[src/rtl/fetch_pkg.sv]
// fetch_pkg
// Shared definitions for the instruction fetch stage: the fetch state
// encoding, the bit positions of the instruction fields that are handed to
// decode, and the width of one instruction in bytes.
package fetch_pkg;

  // IDLE  : one quiet cycle after reset before the first request
  // FETCH : request outstanding at pc
  // FULL  : instr and skid both hold words, request paused
  // DRAIN : redirect seen while a request was in flight; wait it out
  typedef enum logic [1:0] {
    IDLE  = 2'd0,
    FETCH = 2'd1,
    FULL  = 2'd2,
    DRAIN = 2'd3
  } fetch_state_t;

  localparam int IMM_MSB   = 15;
  localparam int IMM_LSB   = 0;
  localparam int RS_MSB    = 25;
  localparam int RS_LSB    = 21;
  localparam int RT_MSB    = 20;
  localparam int RT_LSB    = 16;
  localparam int RD_MSB    = 15;
  localparam int RD_LSB    = 11;
  localparam int JIDX_MSB  = 25;
  localparam int JIDX_LSB  = 0;

  localparam logic [31:0] INSTR_BYTES = 32'd4;

endpackage

[src/rtl/next_pc_calc.sv]
// next_pc_calc
// Combinational redirect target for the instruction currently held in the
// instruction register. Priority is jr, then jump, then branch.
// Ports:
//   instr_pc    PC of the current instruction
//   instr_index instr[25:0], the J-type word index
//   imm_ext     sign-extended 16-bit immediate
//   jr_target   register-sourced jump address
//   sel_jr / sel_jump / sel_branch  redirect kind selects
//   target      chosen redirect address (pc4 when nothing is selected)
module next_pc_calc
  import fetch_pkg::*;
(
  input  logic [31:0] instr_pc,
  input  logic [25:0] instr_index,
  input  logic [31:0] imm_ext,
  input  logic [31:0] jr_target,
  input  logic        sel_jr,
  input  logic        sel_jump,
  input  logic        sel_branch,
  output logic [31:0] target
);

  logic [31:0] pc4;
  logic [31:0] branch_target;
  logic [31:0] jump_target;

  // All arithmetic wraps modulo 2^32; there is no overflow detection.
  assign pc4           = instr_pc + INSTR_BYTES;
  assign branch_target = pc4 + (imm_ext << 2);
  assign jump_target   = {pc4[31:28], instr_index, 2'b00};

  // Priority mux: jr beats jump beats branch.
  always_comb begin
    target = pc4;
    if (sel_jr) begin
      target = jr_target;
    end else if (sel_jump) begin
      target = jump_target;
    end else if (sel_branch) begin
      target = branch_target;
    end
  end

endmodule

[src/rtl/fetch_stage.sv]
// fetch_stage
// Owns the PC, issues instruction memory requests, holds the current
// instruction for decode, buffers one extra word when decode stalls and
// applies jump / jr / branch redirects.
// Ports:
//   clk, rst_n          clock, asynchronous active-low reset
//   imem_req/imem_addr  fetch request and word address (held until ready)
//   imem_ready/rdata    request completion and returned word
//   stall               decode cannot take the current instruction
//   branch_taken/jump/jr/jr_target/imm_ext  redirect information
//   instr/instr_pc/instr_valid  instruction register for decode
//   imm/rs/rt/rd        field slices of instr
module fetch_stage
  import fetch_pkg::*;
#(
  parameter logic [31:0] RESET_PC = 32'h0000_0000
) (
  input  logic        clk,
  input  logic        rst_n,
  output logic        imem_req,
  output logic [31:0] imem_addr,
  input  logic        imem_ready,
  input  logic [31:0] imem_rdata,
  input  logic        stall,
  input  logic        branch_taken,
  input  logic        jump,
  input  logic        jr,
  input  logic [31:0] jr_target,
  input  logic [31:0] imm_ext,
  output logic [31:0] instr,
  output logic [31:0] instr_pc,
  output logic        instr_valid,
  output logic [15:0] imm,
  output logic [4:0]  rs,
  output logic [4:0]  rt,
  output logic [4:0]  rd
);

  fetch_state_t state;
  logic [31:0]  pc;
  logic [31:0]  pc_plus4;
  logic [31:0]  skid;
  logic [31:0]  skid_pc;
  logic [31:0]  pend;
  logic [31:0]  target;
  logic         accept;
  logic         redirect;

  // Redirect inputs only matter when decode actually takes the instruction.
  assign accept   = instr_valid & ~stall;
  assign redirect = accept & (jr | jump | branch_taken);
  assign pc_plus4 = pc + INSTR_BYTES;

  assign imm = instr[IMM_MSB:IMM_LSB];
  assign rs  = instr[RS_MSB:RS_LSB];
  assign rt  = instr[RT_MSB:RT_LSB];
  assign rd  = instr[RD_MSB:RD_LSB];

  next_pc_calc u_next_pc_calc (
    .instr_pc    (instr_pc),
    .instr_index (instr[JIDX_MSB:JIDX_LSB]),
    .imm_ext     (imm_ext),
    .jr_target   (jr_target),
    .sel_jr      (jr),
    .sel_jump    (jump),
    .sel_branch  (branch_taken),
    .target      (target)
  );

  // Fetch control. imem_req and imem_addr are registered alongside the state
  // so the address only moves when the outstanding request completes or a
  // new request is started. A redirect that arrives while a request is still
  // in flight parks its target in pend and lets the memory finish (DRAIN),
  // because the address must stay stable until imem_ready.
  always_ff @(posedge clk or negedge rst_n) begin
    if (!rst_n) begin
      state       <= IDLE;
      pc          <= RESET_PC;
      instr       <= '0;
      instr_pc    <= '0;
      instr_valid <= 1'b0;
      skid        <= '0;
      skid_pc     <= '0;
      pend        <= '0;
      imem_req    <= 1'b0;
      imem_addr   <= RESET_PC;
    end else begin
      case (state)
        IDLE: begin
          state     <= FETCH;
          imem_req  <= 1'b1;
          imem_addr <= pc;
        end

        FETCH: begin
          if (redirect) begin
            instr_valid <= 1'b0;
            if (imem_ready) begin
              pc        <= target;
              imem_addr <= target;
            end else begin
              pend  <= target;
              state <= DRAIN;
            end
          end else if (imem_ready) begin
            pc        <= pc_plus4;
            imem_addr <= pc_plus4;
            if (!instr_valid || accept) begin
              instr       <= imem_rdata;
              instr_pc    <= pc;
              instr_valid <= 1'b1;
            end else begin
              // Decode is stalled on a live instruction: park the word.
              skid     <= imem_rdata;
              skid_pc  <= pc;
              imem_req <= 1'b0;
              state    <= FULL;
            end
          end else if (accept) begin
            instr_valid <= 1'b0;
          end
        end

        FULL: begin
          if (redirect) begin
            instr_valid <= 1'b0;
            pc          <= target;
            imem_addr   <= target;
            imem_req    <= 1'b1;
            state       <= FETCH;
          end else if (accept) begin
            instr       <= skid;
            instr_pc    <= skid_pc;
            instr_valid <= 1'b1;
            imem_addr   <= pc;
            imem_req    <= 1'b1;
            state       <= FETCH;
          end
        end

        DRAIN: begin
          if (imem_ready) begin
            pc        <= pend;
            imem_addr <= pend;
            state     <= FETCH;
          end
        end

        default: begin
          state <= IDLE;
        end
      endcase
    end
  end

endmodule

[config.mk]
export PLATFORM = sky130hd
export DESIGN_NAME = fetch_stage
export DESIGN_NICKNAME = d
export VERILOG_FILES = /design/src/rtl/fetch_pkg.sv /design/src/rtl/next_pc_calc.sv /design/src/rtl/fetch_stage.sv
export SDC_FILE = /design/constraint.sdc
export NUM_CORES = 1
export LEC_CHECK = 0
export CAP_MARGIN = 20
export CORE_MARGIN = 4
export CORE_UTILIZATION = 45
export DETAILED_ROUTE_END_ITERATION = 10
export PLACE_DENSITY_LB_ADDON = 0.15
export SKIP_LAST_GASP = 1
export SLEW_MARGIN = 10
export SYNTH_ARGS = -nofsm -noshare
export SYNTH_HDL_FRONTEND = slang
export SYNTH_HIERARCHICAL = 1
export SYNTH_SLANG_ARGS = --single-unit
[constraint.sdc]
create_clock -name clk -period 4 [get_ports clk]
set_clock_uncertainty 0.05 [all_clocks]
set_input_delay 0.4 -clock clk [delete_from_list [all_inputs] [get_ports clk]]
set_output_delay 0.4 -clock clk [all_outputs]
set_load 0.01 [all_outputs]
# --- After elaboration in Yosys (flattened, before gate mapping) ---
# Index checks and enable logic that the tools add are counted.
word_totals:
  out_inout_bits: 129
  inputBits: 103
  word_cells: 96
  reg_bits: 228
op_classes:
  n_reduce_logical: 14
  eq_ne: 17
  mux: 44
  n_bitwise: 8
  add_sub_neg: 3
op_table:
  columns: ["cell", "n"]
  rows:
  - ["2-to-1 mux 32 bit", 20]
  - ["one-hot mux 32 bit (2 select lines)", 2]
  - ["one-hot mux 32 bit (4 select lines)", 1]
  - ["one-hot mux 32 bit (3 select lines)", 1]
  - ["adder 32 x 3 -> 32 bit (second input constant)", 2]
  - ["adder 32 bit", 1]
  - ["inequality test 2 bit (second input constant)", 8]
  - ["2-to-1 mux 2 bit", 7]
  - ["inequality test 3 bit (second input constant)", 4]
  - ["AND reduction 4 bit", 3]
  - ["2-to-1 mux 1 bit", 10]
  - ["AND reduction 5 bit", 2]
  - ["inequality test 4 bit (second input constant)", 2]
  - ["one-hot mux 2 bit (4 select lines)", 1]
  - ["AND reduction 3 bit", 2]
  - ["AND reduction 6 bit", 1]
  - ["nonzero test 3 bit", 2]
  - ["equality test 2 bit (second input constant)", 2]
  - ["inverter 1 bit", 4]
  - ["one-hot mux 1 bit (3 select lines)", 1]
  - ["AND 1 bit", 2]
  - ["equality test 2 x 1 -> 1 bit (second input constant)", 1]
  - ["zero test 2 bit", 1]
  - ["bitwise OR 1 bit", 2]
  - ["other kinds (4)", 4]

# --- Logic depth before layout (Yosys ltp) ---
logic_depth:
  ltp_word: 8
  mapped_depth: 21
  ltp_nobuf: 20

# --- Modules after synthesis ---
# The synthesis kept the hierarchy.
modules_own_cells:
  columns: ["module", "n_inst", "area_each_um2", "cells_per_inst", "seq_area_each_um2"]
  rows:
  - ["fetch_stage", 1, 12230.5, 1223, 5705.5]
  - ["next_pc_calc", 1, 2989.1, 450, 0.0]

# --- Worst setup path before layout ---
# No wires, ideal clock.
synth_timing:
  kind: "flip-flop to flip-flop"
  startpoint: "register instr_pc[8]"
  endpoint: "register imem_addr[27]"
  setup_time_ps: 78
  required_ps: 3872
  n_path_buf: 0
  t_arrival_ps: 4173
  path_slack_ps: -300
  synth_period_minus_slack_ps: 4300
  stages_incl_launch_ff: 19
  cell_sequence: "dfrtp_1 nand4_1 or4_1 nor3_2 nand2_1 xnor2_1 ha_1 a21o_1 a21o_1 a21o_1 o311a_4 or4b_1 o2111ai_1 o21ai_1 a21oi_1 nand3_1 a32oi_1 a211oi_1 a21oi_1"
synth_via:
  elab_chain_len: 8
  word_cells_on_any_way: 9
  cone_classes: "add/sub (2); mux (7)"
synth_rtl:
  columns: ["element", "line_no", "source"]
  rows:
  - ["start: declaration", "fetch_stage.sv:31", "output logic [31:0] instr_pc,"]
  - ["start signal: assignment", "fetch_stage.sv:110", "instr_pc <= pc;"]
  - ["start signal: assignment", "fetch_stage.sv:133", "instr_pc <= skid_pc;"]
  - ["adder 32 x 3 -> 32 bit *", "next_pc_calc.sv:29", "assign pc4 = instr_pc + INSTR_BYTES;"]
  - ["adder 32 bit", "next_pc_calc.sv:30", "assign branch_target = pc4 + (imm_ext << 2);"]
  - ["2-to-1 mux 32 bit *", "next_pc_calc.sv:40", "end else if (sel_branch) begin"]
  - ["2-to-1 mux 32 bit *", "next_pc_calc.sv:38", "end else if (sel_jump) begin"]
  - ["2-to-1 mux 32 bit *", "next_pc_calc.sv:36", "if (sel_jr) begin"]
  - ["via target[27]", "fetch_stage.sv:45", "logic [31:0] target;"]
  - ["2-to-1 mux 32 bit", "fetch_stage.sv:98", "if (imem_ready) begin"]
  - ["2-to-1 mux 32 bit", "fetch_stage.sv:96", "if (redirect) begin"]
  - ["one-hot mux 32 bit (4 select lines) *", "fetch_stage.sv:88", "case (state)"]
  - ["end signal: assignment", "fetch_stage.sv:92", "imem_addr <= pc;"]
  - ["end signal: assignment", "fetch_stage.sv:100", "imem_addr <= target;"]
  - ["end signal: assignment", "fetch_stage.sv:107", "imem_addr <= pc_plus4;"]
  - ["end: declaration", "fetch_stage.sv:21", "output logic [31:0] imem_addr,"]
# The timed path passes the listed nets; every way through them passes the cells marked *. The select of a mux whose other input is x is not followed.
# A chain may end at the register's enable or synchronous reset.

# --- Final worst setup path ---
layout_timing:
  startpoint: "register instr_pc[3]"
  endpoint: "register imem_addr[27]"
# Same word-level chain as after synthesis.

==> flow_summary.yaml <==
power_and_ir_drop:
  p_total_mw: 16.7
  switching_share: 0.418
  power_density_nw_per_um2: 802
  internal_power_mw: 9.72
  leakage_nw: 8.61
  clkPwrFrac: 0.146
  power_frac_comb: 0.567
  seq_power_share: 0.288
  vdd_drop_max_mv: 0.464
  p_switching_mw: 6.98
logic_synthesis:
  synth_warnings: 6
  async_flop_share: 1.00
  avgSynthCellArea_um2: 9.10
  syn_inst: 1673
  yosysUniqueCellTypes: 92
  ys_seq_area_frac: 0.375
  synth-seq-cells: 228
  syn_area_um2: 15200
  synthFlopType: "dfrtp_1"
  synth_edf_count: 0
  synth_top_area_frac: 0.375
  yosysTopAreaCell: "dfrtp_1"
  synth_fp_nets: 1815
  synth.area.top_cells: "dfrtp_1 37%, mux2_2 8.1%, mux2i_1 5.1%"
run_status:
  violations: "negative setup slack"
  status: "complete, but fails checks"
global_route:
  antenna_found_initial: 1
  grt_max_degree: 129
  gr-usage-all-layers: 0.292
  grt_pass1_vias: 14700
  grt_pass1_wl_mm: 84.2
  overflow: 0
clock_network:
  clock_sinks: 228
  numCtsBuffers: 26
  clk_path_buf_depth: 3
  clk_latency_ns: 0.54
  cts_max_level: 1
  root_buffer: "clkbuf_16"
  path_clk_slew_ns: 0.06
  cts_tree: "yes"
routing:
  drcViolationCount: 0
  drt_first_pass_iters: 6
  wl_per_cell_um: 22.5
  viasPerCell: 5.98
  final_antenna_net_count: 0
  totalWireLength_mm: 55.6
  drt_iter0_markers: 1213
  via_count: 14800
timing:
  holdWs_ns: 0.430
  min_period_ns: 4.42
  setup_viol: 37
  worst_slack_ns: -0.416
  tightestPinTransition_ns: 0.910
  finalHoldViolCount: 0
  period_share: 1.10
  rsz0062_at_grt: "yes"
  fmax_ghz: 0.226
  slew_violations: 0
  relSlewSlack: 0.393
floorplanning:
  die_width_um: 192
  die_y_um: 192
  std_cell_rows: 67
  core_area_um2: 33400
  dieArea_um2: 36800
  start_util: 0.455
  num_io_pins: 232
final_layout:
  diodes: 0
  syn_to_final_growth_pct: 36.8
  multiInputGateArea_um2: 9340
  fin_area_um2: 20800
  regArea_um2: 5720
  drive_gt1_frac: 0.275
  layout.nets: 2149
  fill_cells: 2775
critical_path:
  arrival_ns: 4.82
  crit_end: "imem_addr[27]"
  required_ns: 4.40
  critPathKind: "flop to flop"
  cp-start-kind: "flop"
  worst-path-max-fanout: 4
  crit_chain: "nand2_4 -> or4_4 -> nor3_4 -> nand2_2 -> xnor2_4 -> ha_4 -> a21o_1 -> a21o_1 -> a21o_1 -> o311a_4 -> or4b_4 -> o2111ai_2 -> o21ai_1 -> a21oi_2 -> nand3_1 -> a32oi_1 -> a211oi_1 -> a21oi_1"
  cpPeakStageDelay_ns: 0.62
  rr_endpoint: "imem_addr[27]"
  r2r_start: "instr_pc[3]"
  crit_path_frequent_cell: "a21o_1"
  cp_slowest_cell: "or4_4"
  reg2reg_depth: 18
  reg2reg_setup_slack_ns: -0.42
  worst_setup_path_end_kind: "flop"
  startpoint: "instr_pc[3]"
placed_design:
  io_buffers: 229
  gp_congestion: 0.935
  place.detailed.hpwl_mm: 39.7
  dpl_cell_area_um2: 18900
  place_ws_ns: -0.505
min_path:
  min_path_type: "flop to flop"
  min_from: "instr[26]"
flow_run:
  maxCapViolations: 0
==> cells in the mapped netlist (all sizes together) (13+ instances only) <==
cell type    n
nor2       101
a211oi      25
clkbuf     104
o211ai      15
nor3        25
and4        13
xnor2       37
ha          38
nand3       55
a21o        18
mux2       110
inv         19
o21ai      161
nand4       27
dfrtp      228
and3        14
xor2        17
nand2      201
buf         61
o31ai       14
a31oi       19
mux2i       77
a21oi       99
o22ai       22
==> cell usage in the layout (no fill, tap or decap), types with 12 or more instances in the layout <==
cell type        instances
buf_6                   16
mux2i_1                 77
o22ai_1                 21
a21o_1                  18
o21ai_1                 16
xor2_1                  13
o211ai_1                15
dfrtp_1                217
ha_1                    29
a21oi_1                 82
a21oi_2                 14
nor3_1                  13
clkdlybuf4s50_1        227
and3_1                  13
nand4_1                 25
xnor2_1                 27
inv_1                   18
o21ai_0                133
buf_4                  221
a22o_1                  12
clkbuf_16               27
mux2_2                 103
nand3_1                 50
nor2_1                  92
a211oi_1                19
a31oi_1                 17
nand2_1                190
==> kinds of logic after synthesis <==
kind of cell    count (synthesis)  share of synthesized area
buf+inv                       188                     0.0677
flops                         228                      0.375
mux                           187                      0.132
compound gates                491                      0.212
xor+xnor                       54                     0.0311
fa+ha+maj                      39                     0.0326
simple gates                  486                      0.149
==> registers in the layout (all words and copies together) (netlist names) <==
signal / flops
instr_pc: 32
skid: 32
imem_req: 1
imem_addr: 32
instr_valid: 1
state: 2
pc: 32
pend: 32
skid_pc: 32
instr: 32
==> layout make-up <==
type	count	area share
Sequential cell	228	0.275
Tap cell	448	0.0269
Timing Repair Buffer	472	0.204
Clock inverter	10	0.00559
Multi-Input combinational cell	1257	0.449
Clock buffer	36	0.0365
Inverter	22	0.00397
==> power groups by stage <==
stage               sequential (mW)  clock (mW)  combinational [mW]
detailed placement             4.78           0                8.54
global placement               4.73           0                8.44
floorplan                      4.38           0                5.10
CTS                            4.76        2.48                8.93
finish                         4.80        2.44                9.46
global route                   4.95        2.59                10.2
==> how the worst min path moves through the flow <==
stage                    to  slack, ns  cells after the start
3_5_place_dp   instr_pc[31]       0.42                      1
4_1_cts           instr[26]       0.43                      2
2_1_floorplan  imem_addr[0]       0.05                      0
6_report          instr[26]       0.43                      2
3_3_place_gp   instr_pc[31]       0.42                      1
5_1_grt            skid[30]       0.45                      2
==> layer usage <==
metal / GRT usage / vias to the layer above / routed length, µm / part of all wire
met5: 0 / - / 19 / 0.00034
met4: 0.133 / 2 / 2650 / 0.048
met3: 0.0456 / 136 / 3790 / 0.068
met2: 0.475 / 651 / 26200 / 0.47
met1: 0.383 / 7217 / 23000 / 0.41
li1: - / 6779 / - / -
==> metrics by stage <==
stage / util / TNS [ns] / std cells
floorplan: - / 0 / 1673
global placement: 0.565 / -7.28 / 2398
detailed placement: 0.565 / -10.08 / 2398
CTS: 0.605 / -4.29 / 2456
global route: 0.622 / -15.27 / 2473
finish: 0.622 / -7.04 / 2473
==> critical path, delay by kind of cell (launching register included) <==
kind                       cells  cell delay (ns)
xor gates and xnor gates       1             0.20
DFF                            1             0.41
AOI/OAI and AO/OA             10             1.78
adders and majority gates      1             0.17
and+or+nand+nor                6             1.71
==> timing repair <==
action                                  CTS  global route
endpoints found under the setup margin   40            60
endpoints found under the hold margin    78             0
pin swaps                                50            73
resized for setup                        72            99
hold buffers                              1             0
setup buffers                            14            19
(Power assumes the default switching activity.)
